### src/rtl/rom_burst_reader_if.sv
// Command and beat-output handshake bundle for rom_burst_reader.
// The slave modport is the reader side; the master modport is the requester/consumer side.
interface rom_burst_reader_if #(
    parameter int ADDR_W = 6,
    parameter int DATA_W = 8
);
    logic              cmd_valid;
    logic              cmd_ready;
    logic [ADDR_W-1:0] cmd_addr;
    logic [ADDR_W-1:0] cmd_len;
    logic              cmd_wrap;
    logic              out_valid;
    logic              out_ready;
    logic [DATA_W-1:0] out_data;
    logic [ADDR_W-1:0] out_addr;
    logic              out_last;

    modport master (
        output cmd_valid, cmd_addr, cmd_len, cmd_wrap, out_ready,
        input  cmd_ready, out_valid, out_data, out_addr, out_last
    );

    modport slave (
        input  cmd_valid, cmd_addr, cmd_len, cmd_wrap, out_ready,
        output cmd_ready, out_valid, out_data, out_addr, out_last
    );
endinterface

### src/rtl/rom_burst_reader.sv
// Burst reader over a fixed ROM (word = 3*a+1) with a LATENCY-stage read pipe
// feeding a credit-controlled output FIFO of depth LATENCY+1.
module rom_burst_reader #(
    parameter int ADDR_W  = 6,
    parameter int DATA_W  = 8,
    parameter int LATENCY = 1
) (
    input  logic                clock,
    input  logic                reset,
    rom_burst_reader_if.slave   bus,
    output logic                busy
);
    localparam int DEPTH = LATENCY + 1;
    localparam int PTR_W = 2;
    localparam int SLOTS = 4;

    typedef enum logic [1:0] {IDLE = 2'd0, ISSUE = 2'd1, DRAIN = 2'd2} state_t;

    function automatic logic [DATA_W-1:0] rom_word(input logic [ADDR_W-1:0] a);
        return DATA_W'(32'(a) * 32'd3 + 32'd1);
    endfunction

    function automatic logic [PTR_W-1:0] ptr_next(input logic [PTR_W-1:0] p);
        if (p == PTR_W'(DEPTH - 1)) begin
            return '0;
        end else begin
            return p + 2'd1;
        end
    endfunction

    state_t            state_r, state_s;
    logic [ADDR_W-1:0] addr_r, rem_r, len_eff_s;
    logic [ADDR_W:0]   end_sum_s;
    logic              accept_s, issue_s, push_s, pop_s, credit_s;
    logic [3:0]        inflight_s, total_s;

    logic              pipe_valid_r [LATENCY];
    logic [ADDR_W-1:0] pipe_addr_r  [LATENCY];
    logic [DATA_W-1:0] pipe_data_r  [LATENCY];
    logic              pipe_last_r  [LATENCY];

    logic [ADDR_W-1:0] fifo_addr_r [SLOTS];
    logic [DATA_W-1:0] fifo_data_r [SLOTS];
    logic              fifo_last_r [SLOTS];
    logic [PTR_W-1:0]  wr_ptr_r, rd_ptr_r;
    logic [2:0]        count_r;

    assign accept_s      = (state_r == IDLE) && bus.cmd_valid;
    assign pop_s         = (count_r != 3'd0) && bus.out_ready;
    assign push_s        = pipe_valid_r[LATENCY-1];
    assign bus.cmd_ready = (state_r == IDLE);
    assign busy          = (state_r != IDLE);
    assign bus.out_valid = (count_r != 3'd0);
    assign bus.out_data  = fifo_data_r[rd_ptr_r];
    assign bus.out_addr  = fifo_addr_r[rd_ptr_r];
    assign bus.out_last  = fifo_last_r[rd_ptr_r];

    // Non-wrapping bursts are clipped so the final beat is the top address.
    always_comb begin
        end_sum_s = {1'b0, bus.cmd_addr} + {1'b0, bus.cmd_len};
        if (!bus.cmd_wrap && end_sum_s[ADDR_W]) begin
            len_eff_s = ~bus.cmd_addr;
        end else begin
            len_eff_s = bus.cmd_len;
        end
    end

    // Credit: entries left after this cycle's pop plus reads in flight must stay below DEPTH.
    always_comb begin
        inflight_s = 4'd0;
        for (int i = 0; i < LATENCY; i++) begin
            inflight_s = inflight_s + {3'b000, pipe_valid_r[i]};
        end
        total_s  = {1'b0, count_r} - {3'b000, pop_s} + inflight_s;
        credit_s = (total_s < 4'(DEPTH));
        issue_s  = (state_r == ISSUE) && credit_s;
    end

    // State register.
    always_ff @(posedge clock) begin
        if (reset) begin
            state_r <= IDLE;
        end else begin
            state_r <= state_s;
        end
    end

    // Next-state logic.
    always_comb begin
        state_s = state_r;
        case (state_r)
            IDLE: begin
                if (accept_s) state_s = ISSUE;
                else          state_s = IDLE;
            end
            ISSUE: begin
                if (issue_s && (rem_r == '0)) state_s = DRAIN;
                else                          state_s = ISSUE;
            end
            DRAIN: begin
                if (pop_s && bus.out_last) state_s = IDLE;
                else                       state_s = DRAIN;
            end
            default: state_s = IDLE;
        endcase
    end

    // Read address and remaining-beat counter.
    always_ff @(posedge clock) begin
        if (reset) begin
            addr_r <= '0;
            rem_r  <= '0;
        end else if (accept_s) begin
            addr_r <= bus.cmd_addr;
            rem_r  <= len_eff_s;
        end else if (issue_s) begin
            addr_r <= addr_r + ADDR_W'(1);
            rem_r  <= rem_r - ADDR_W'(1);
        end else begin
            addr_r <= addr_r;
            rem_r  <= rem_r;
        end
    end

    // ROM read pipeline; reset discards anything in flight.
    always_ff @(posedge clock) begin
        if (reset) begin
            for (int i = 0; i < LATENCY; i++) begin
                pipe_valid_r[i] <= 1'b0;
                pipe_addr_r[i]  <= '0;
                pipe_data_r[i]  <= '0;
                pipe_last_r[i]  <= 1'b0;
            end
        end else begin
            pipe_valid_r[0] <= issue_s;
            pipe_addr_r[0]  <= addr_r;
            pipe_data_r[0]  <= rom_word(addr_r);
            pipe_last_r[0]  <= (rem_r == '0);
            for (int i = 1; i < LATENCY; i++) begin
                pipe_valid_r[i] <= pipe_valid_r[i-1];
                pipe_addr_r[i]  <= pipe_addr_r[i-1];
                pipe_data_r[i]  <= pipe_data_r[i-1];
                pipe_last_r[i]  <= pipe_last_r[i-1];
            end
        end
    end

    // Output FIFO; push and pop together at full leave occupancy unchanged.
    always_ff @(posedge clock) begin
        if (reset) begin
            wr_ptr_r <= '0;
            rd_ptr_r <= '0;
            count_r  <= 3'd0;
            for (int i = 0; i < SLOTS; i++) begin
                fifo_addr_r[i] <= '0;
                fifo_data_r[i] <= '0;
                fifo_last_r[i] <= 1'b0;
            end
        end else begin
            if (push_s) begin
                fifo_addr_r[wr_ptr_r] <= pipe_addr_r[LATENCY-1];
                fifo_data_r[wr_ptr_r] <= pipe_data_r[LATENCY-1];
                fifo_last_r[wr_ptr_r] <= pipe_last_r[LATENCY-1];
                wr_ptr_r              <= ptr_next(wr_ptr_r);
            end else begin
                wr_ptr_r <= wr_ptr_r;
            end
            if (pop_s) begin
                rd_ptr_r <= ptr_next(rd_ptr_r);
            end else begin
                rd_ptr_r <= rd_ptr_r;
            end
            count_r <= count_r + {2'b00, push_s} - {2'b00, pop_s};
        end
    end
endmodule

### src/flat_wrapper.sv
// flat-port wrapper written by rule: the top's interface ports become plain ports
module rom_burst_reader_flat 
#(
    parameter int ADDR_W  = 6,
    parameter int DATA_W  = 8,
    parameter int LATENCY = 1
)
  (clock, reset, busy, bus_cmd_valid, bus_cmd_addr, bus_cmd_len, bus_cmd_wrap, bus_out_ready, bus_cmd_ready, bus_out_valid, bus_out_data, bus_out_addr, bus_out_last);
  rom_burst_reader_if #(.ADDR_W(ADDR_W), .DATA_W(DATA_W)) bus_i ();
  input  logic clock;
  input  logic reset;
  output logic busy;
  input wire logic [$bits(bus_i.cmd_valid)-1:0] bus_cmd_valid;
  input wire logic [$bits(bus_i.cmd_addr)-1:0] bus_cmd_addr;
  input wire logic [$bits(bus_i.cmd_len)-1:0] bus_cmd_len;
  input wire logic [$bits(bus_i.cmd_wrap)-1:0] bus_cmd_wrap;
  input wire logic [$bits(bus_i.out_ready)-1:0] bus_out_ready;
  output wire logic [$bits(bus_i.cmd_ready)-1:0] bus_cmd_ready;
  output wire logic [$bits(bus_i.out_valid)-1:0] bus_out_valid;
  output wire logic [$bits(bus_i.out_data)-1:0] bus_out_data;
  output wire logic [$bits(bus_i.out_addr)-1:0] bus_out_addr;
  output wire logic [$bits(bus_i.out_last)-1:0] bus_out_last;
  assign bus_i.cmd_valid = bus_cmd_valid;
  assign bus_i.cmd_addr = bus_cmd_addr;
  assign bus_i.cmd_len = bus_cmd_len;
  assign bus_i.cmd_wrap = bus_cmd_wrap;
  assign bus_i.out_ready = bus_out_ready;
  assign bus_cmd_ready = bus_i.cmd_ready;
  assign bus_out_valid = bus_i.out_valid;
  assign bus_out_data = bus_i.out_data;
  assign bus_out_addr = bus_i.out_addr;
  assign bus_out_last = bus_i.out_last;
  rom_burst_reader #(.ADDR_W(ADDR_W), .DATA_W(DATA_W), .LATENCY(LATENCY)) u_core (.clock(clock), .reset(reset), .bus(bus_i), .busy(busy));
endmodule
### config.mk
export PLATFORM = sky130hd
export DESIGN_NAME = rom_burst_reader_flat
export DESIGN_NICKNAME = d
export VERILOG_FILES = /design/src/rtl/rom_burst_reader_if.sv /design/src/rtl/rom_burst_reader.sv /design/src/flat_wrapper.sv
export SDC_FILE = /design/constraint.sdc
export NUM_CORES = 1
export LEC_CHECK = 0
export CORE_MARGIN = 8
export CORE_UTILIZATION = 30
export CTS_CLUSTER_SIZE = 40
export DETAILED_ROUTE_END_ITERATION = 8
export GPL_ROUTABILITY_DRIVEN = 0
export PLACE_DENSITY = 0.46
export SETUP_SLACK_MARGIN = 0.02
export SYNTH_ARGS = -nofsm -noshare
export SYNTH_HDL_FRONTEND = slang
export SYNTH_SLANG_ARGS = --single-unit
### constraint.sdc
create_clock -name clock -period 4.8 [get_ports clock]
set_input_delay 0.96 -clock clock [delete_from_list [all_inputs] [get_ports clock]]
set_output_delay 0.96 -clock clock [all_outputs]
set_load 0.01 [all_outputs]
==> out/results.txt <==
Status -> completed
Final hold vios -> 0
Final ANT Viol Nets -> 0
CP arrival -> 3.79 ns
CTS tree -> yes
Final Max Tran Viols -> 0
Hold crit path type -> reg2reg
Vias in the first global route -> 3043
First-pass GRT wire length -> 16400 um
Drt pass-1 iters -> 4
Clock transition at path regs -> 0.07 ns
Area of the mapped netlist -> 4650 um^2
Post-CTS Setup Inserts -> 0
Port bufs -> 34
Post-synthesis register bit count -> 99
CP Max Fanout -> 9
TritonCTS Buffers -> 9
R2r setup slk -> 1.80 ns
Post-synthesis mux area share -> 7.73%
Xor-xnor portion of the synthesized cell area -> 1.51%
R2R Path End -> u_core.addr_r[4]
Final-report setup violation count -> 0
EDFF count, synth -> 60
Die width -> 140 um
Synth unique cells -> 53
Area Overhead vs Synth -> 18.3%
Maxcap violations -> 0
Fmax -> 283 MHz
Async SR Flop Fraction -> 0%
Yosys top cell by area -> edfxtp_1
Root Buffer -> clkbuf_16
Min cycle time layout -> 3.54 ns
Clock insertion delay at the later pin of the skew report -> 0.35 ns
Clk sinks -> 99
CP top delay family -> simple AND/OR/NAND/NOR gates
Rows -> 45
CP cell instances -> clkdlybuf4s50_1, nand3_1, o21ai_0, ha_1, inv_1, fa_1, xnor2_1, and4b_1, nand2_4, or3_1, a311oi_1
Synth area leaders -> edfxtp_1, dfxtp_1, and2_1, mux4_2, ha_1
Design Area, Final -> 5500 um^2
Synth Area in Compound Gates -> 7.78%
Sequential-to-total area share from yosys stat -> 55.6%
Top-area cell type share of the netlist area -> 38.8%
Placed inst area -> 5210 um^2
RSZ-0062 raised after global routing -> false
Hold depth -> 1
Worst reg2reg path startpoint -> u_core.count_r[1]
Adder-Cell Fraction of Synth Area -> 5.71%
Most used flip-flop cell after synthesis -> edfxtp_1
Drt total wl -> 10100 um
VDD IR-drop max -> 172 uV
Worst Hold End -> u_core.rd_ptr_r[1]
Final #Nets -> 457
Worst setup slack after layout -> 1.26 ns
Setup WS pre-CTS -> 0.896 ns
Top Ports -> 35
Largest net degree at the start of global routing -> 37
Pwr dens -> 472 nW/um^2
Reg2reg path depth -> 11
Quantity of hold-fixing buffers added after cts -> 0
Post-synthesis simple-gate area fraction -> 18.9%
Synth warn -> 0
GRT Overall Usage -> 10.8%
Worst Path Required -> 5.05 ns
Post-Synthesis Cells -> 384
Rel. slew slack -> 31.8%
Number of diodes -> 0
Syn Nets -> 421
Initial Utilization -> 30.7%
DR iter-0 viols -> 130
Final worst-path cycle share -> 73.7%
Die ar. -> 19700 um^2
Setup TNS Final -> 0 ns
Syn_area_per_cell -> 12.1 um^2
Routed vias -> 2968
Leak -> 2.02 nW
Worst path bufs/invs -> 2
Crit path largest cell delay -> 0.55 ns
Die height -> 140 um
Htree depth -> 3
CTS resizes -> 0
Layout cell share with drive strength beyond 1 -> 11.8%
Critical path class -> in2reg
Largest family of logic cells by synthesized area -> simple AND/OR/NAND/NOR gates
Crit-path slowest cell -> clkdlybuf4s50_1
Critical path startpoint category -> input pin
Tot Pwr -> 2.60 mW
Initial antenna violation count -> 0
Post-DR vias/cell -> 4.84
Post-DP HPWL -> 6750 um
Worst hold start -> u_core.rd_ptr_r[1]
Least-Margin Pin Slew -> 1.02 ns
Core Region -> 15100 um^2
Clock buffer depth -> 2
Layout Skew -> 0.00717 ns
Wirelength per Cell -> 16.5 um
Crit. End Element -> flop
Post-route DRC -> 0
Final global-route overflow total -> 0
Yosys cell counts (all sizes together) (4+ instances only):
cell type / n
and2: 62
edfxtp: 60
dfxtp: 39
nor2: 25
ha: 18
nand2: 18
inv: 17
mux4: 15
o21ai: 14
a21oi: 12
clkbuf: 12
nor3: 9
nand3: 8
nor2b: 8
o22ai: 5
and3: 4
nand4b: 4
xnor2: 4
xor2: 4
sequential cells by signal, summed over array words and instances, names as in the netlist, named ones only:
register and flops:
u_core.pipe_last_r 1, u_core.pipe_addr_r 6, u_core.fifo_addr_r 24, u_core.addr_r 6
u_core.rd_ptr_r 2, u_core.rem_r 6, u_core.state_r 2, u_core.fifo_last_r 4
u_core.pipe_data_r 8, u_core.count_r 3, u_core.pipe_valid_r 1, u_core.fifo_data_r 32
u_core.wr_ptr_r 2
per-stage QoR:
stage | utilization, % | hold slack [ns] | instances
6_report | 36.3 | 0.481 | 613
4_1_cts | 36.3 | 0.483 | 613
3_3_place_gp | 34.4 | 0.459 | 597
2_1_floorplan | - | 0.444 | 384
5_1_grt | 36.3 | 0.490 | 613
3_5_place_dp | 34.4 | 0.466 | 597
kinds of logic after synthesis:
| family | after synthesis |
|---|---|
| buffers and inverters | 32 |
| AOI/OAI and AO/OA | 52 |
| adders and majority gates | 20 |
| DFF | 99 |
| xor gates and xnor gates | 8 |
| muxes | 17 |
| and+or+nand+nor | 156 |
area by class of cell:
class / instances / area, um^2
clock inverters: 7 / 67.6
flip-flops and latches: 99 / 2580
well taps: 188 / 235
repair buffers: 40 / 385
clock buffers: 9 / 225
fillers: 1469 / 9650
inverters: 17 / 63.8
multi-input cells: 253 / 1940
placed cells by master, fill, tap and decap left out, drive strengths merged, types with 3 or more instances in the layout:
cell type	instances
a211oi	3
a21oi	12
and2	62
and3	4
buf	6
clkbuf	9
clkdlybuf4s50	34
clkinv	4
dfxtp	39
edfxtp	60
ha	18
inv	18
mux4	15
nand2	18
nand3	8
nand4	3
nand4b	4
nor2	25
nor2b	8
nor3	9
o21ai	14
o22ai	5
o31ai	3
or2	3
or3	3
xnor2	4
xor2	4
metal layers:
metal | GRT usage [%] | up-vias | routed length (um)
li1 | - | 1454 | -
met1 | 13.3 | 1450 | 4610
met2 | 17.6 | 52 | 4930
met3 | 2.38 | 12 | 368
met4 | 5.03 | 0 | 178
met5 | 0 | - | 0
how the worst max path moves through the flow:
stage | from | cells past startpoint | to | slack (ns)
CTS | bus_out_ready | 11 | u_core.addr_r[4] | 1.26
finish | bus_out_ready | 11 | u_core.addr_r[4] | 1.26
global placement | bus_out_ready | 11 | u_core.addr_r[4] | 1.02
global route | bus_out_ready | 11 | u_core.addr_r[4] | 1.09
floorplan | bus_out_ready | 11 | u_core.addr_r[4] | 1.77
detailed placement | bus_out_ready | 11 | u_core.addr_r[4] | 0.90
report_power, final:
group	internal [mW]	switching [mW]	total, mW	leakage (nW)
combinational	0.374	0.405	0.778	0.956
sequential	1.01	0.0827	1.10	0.927
clock	0.403	0.320	0.722	0.141
No activity file was read; power rests on OpenSTA's default activity.
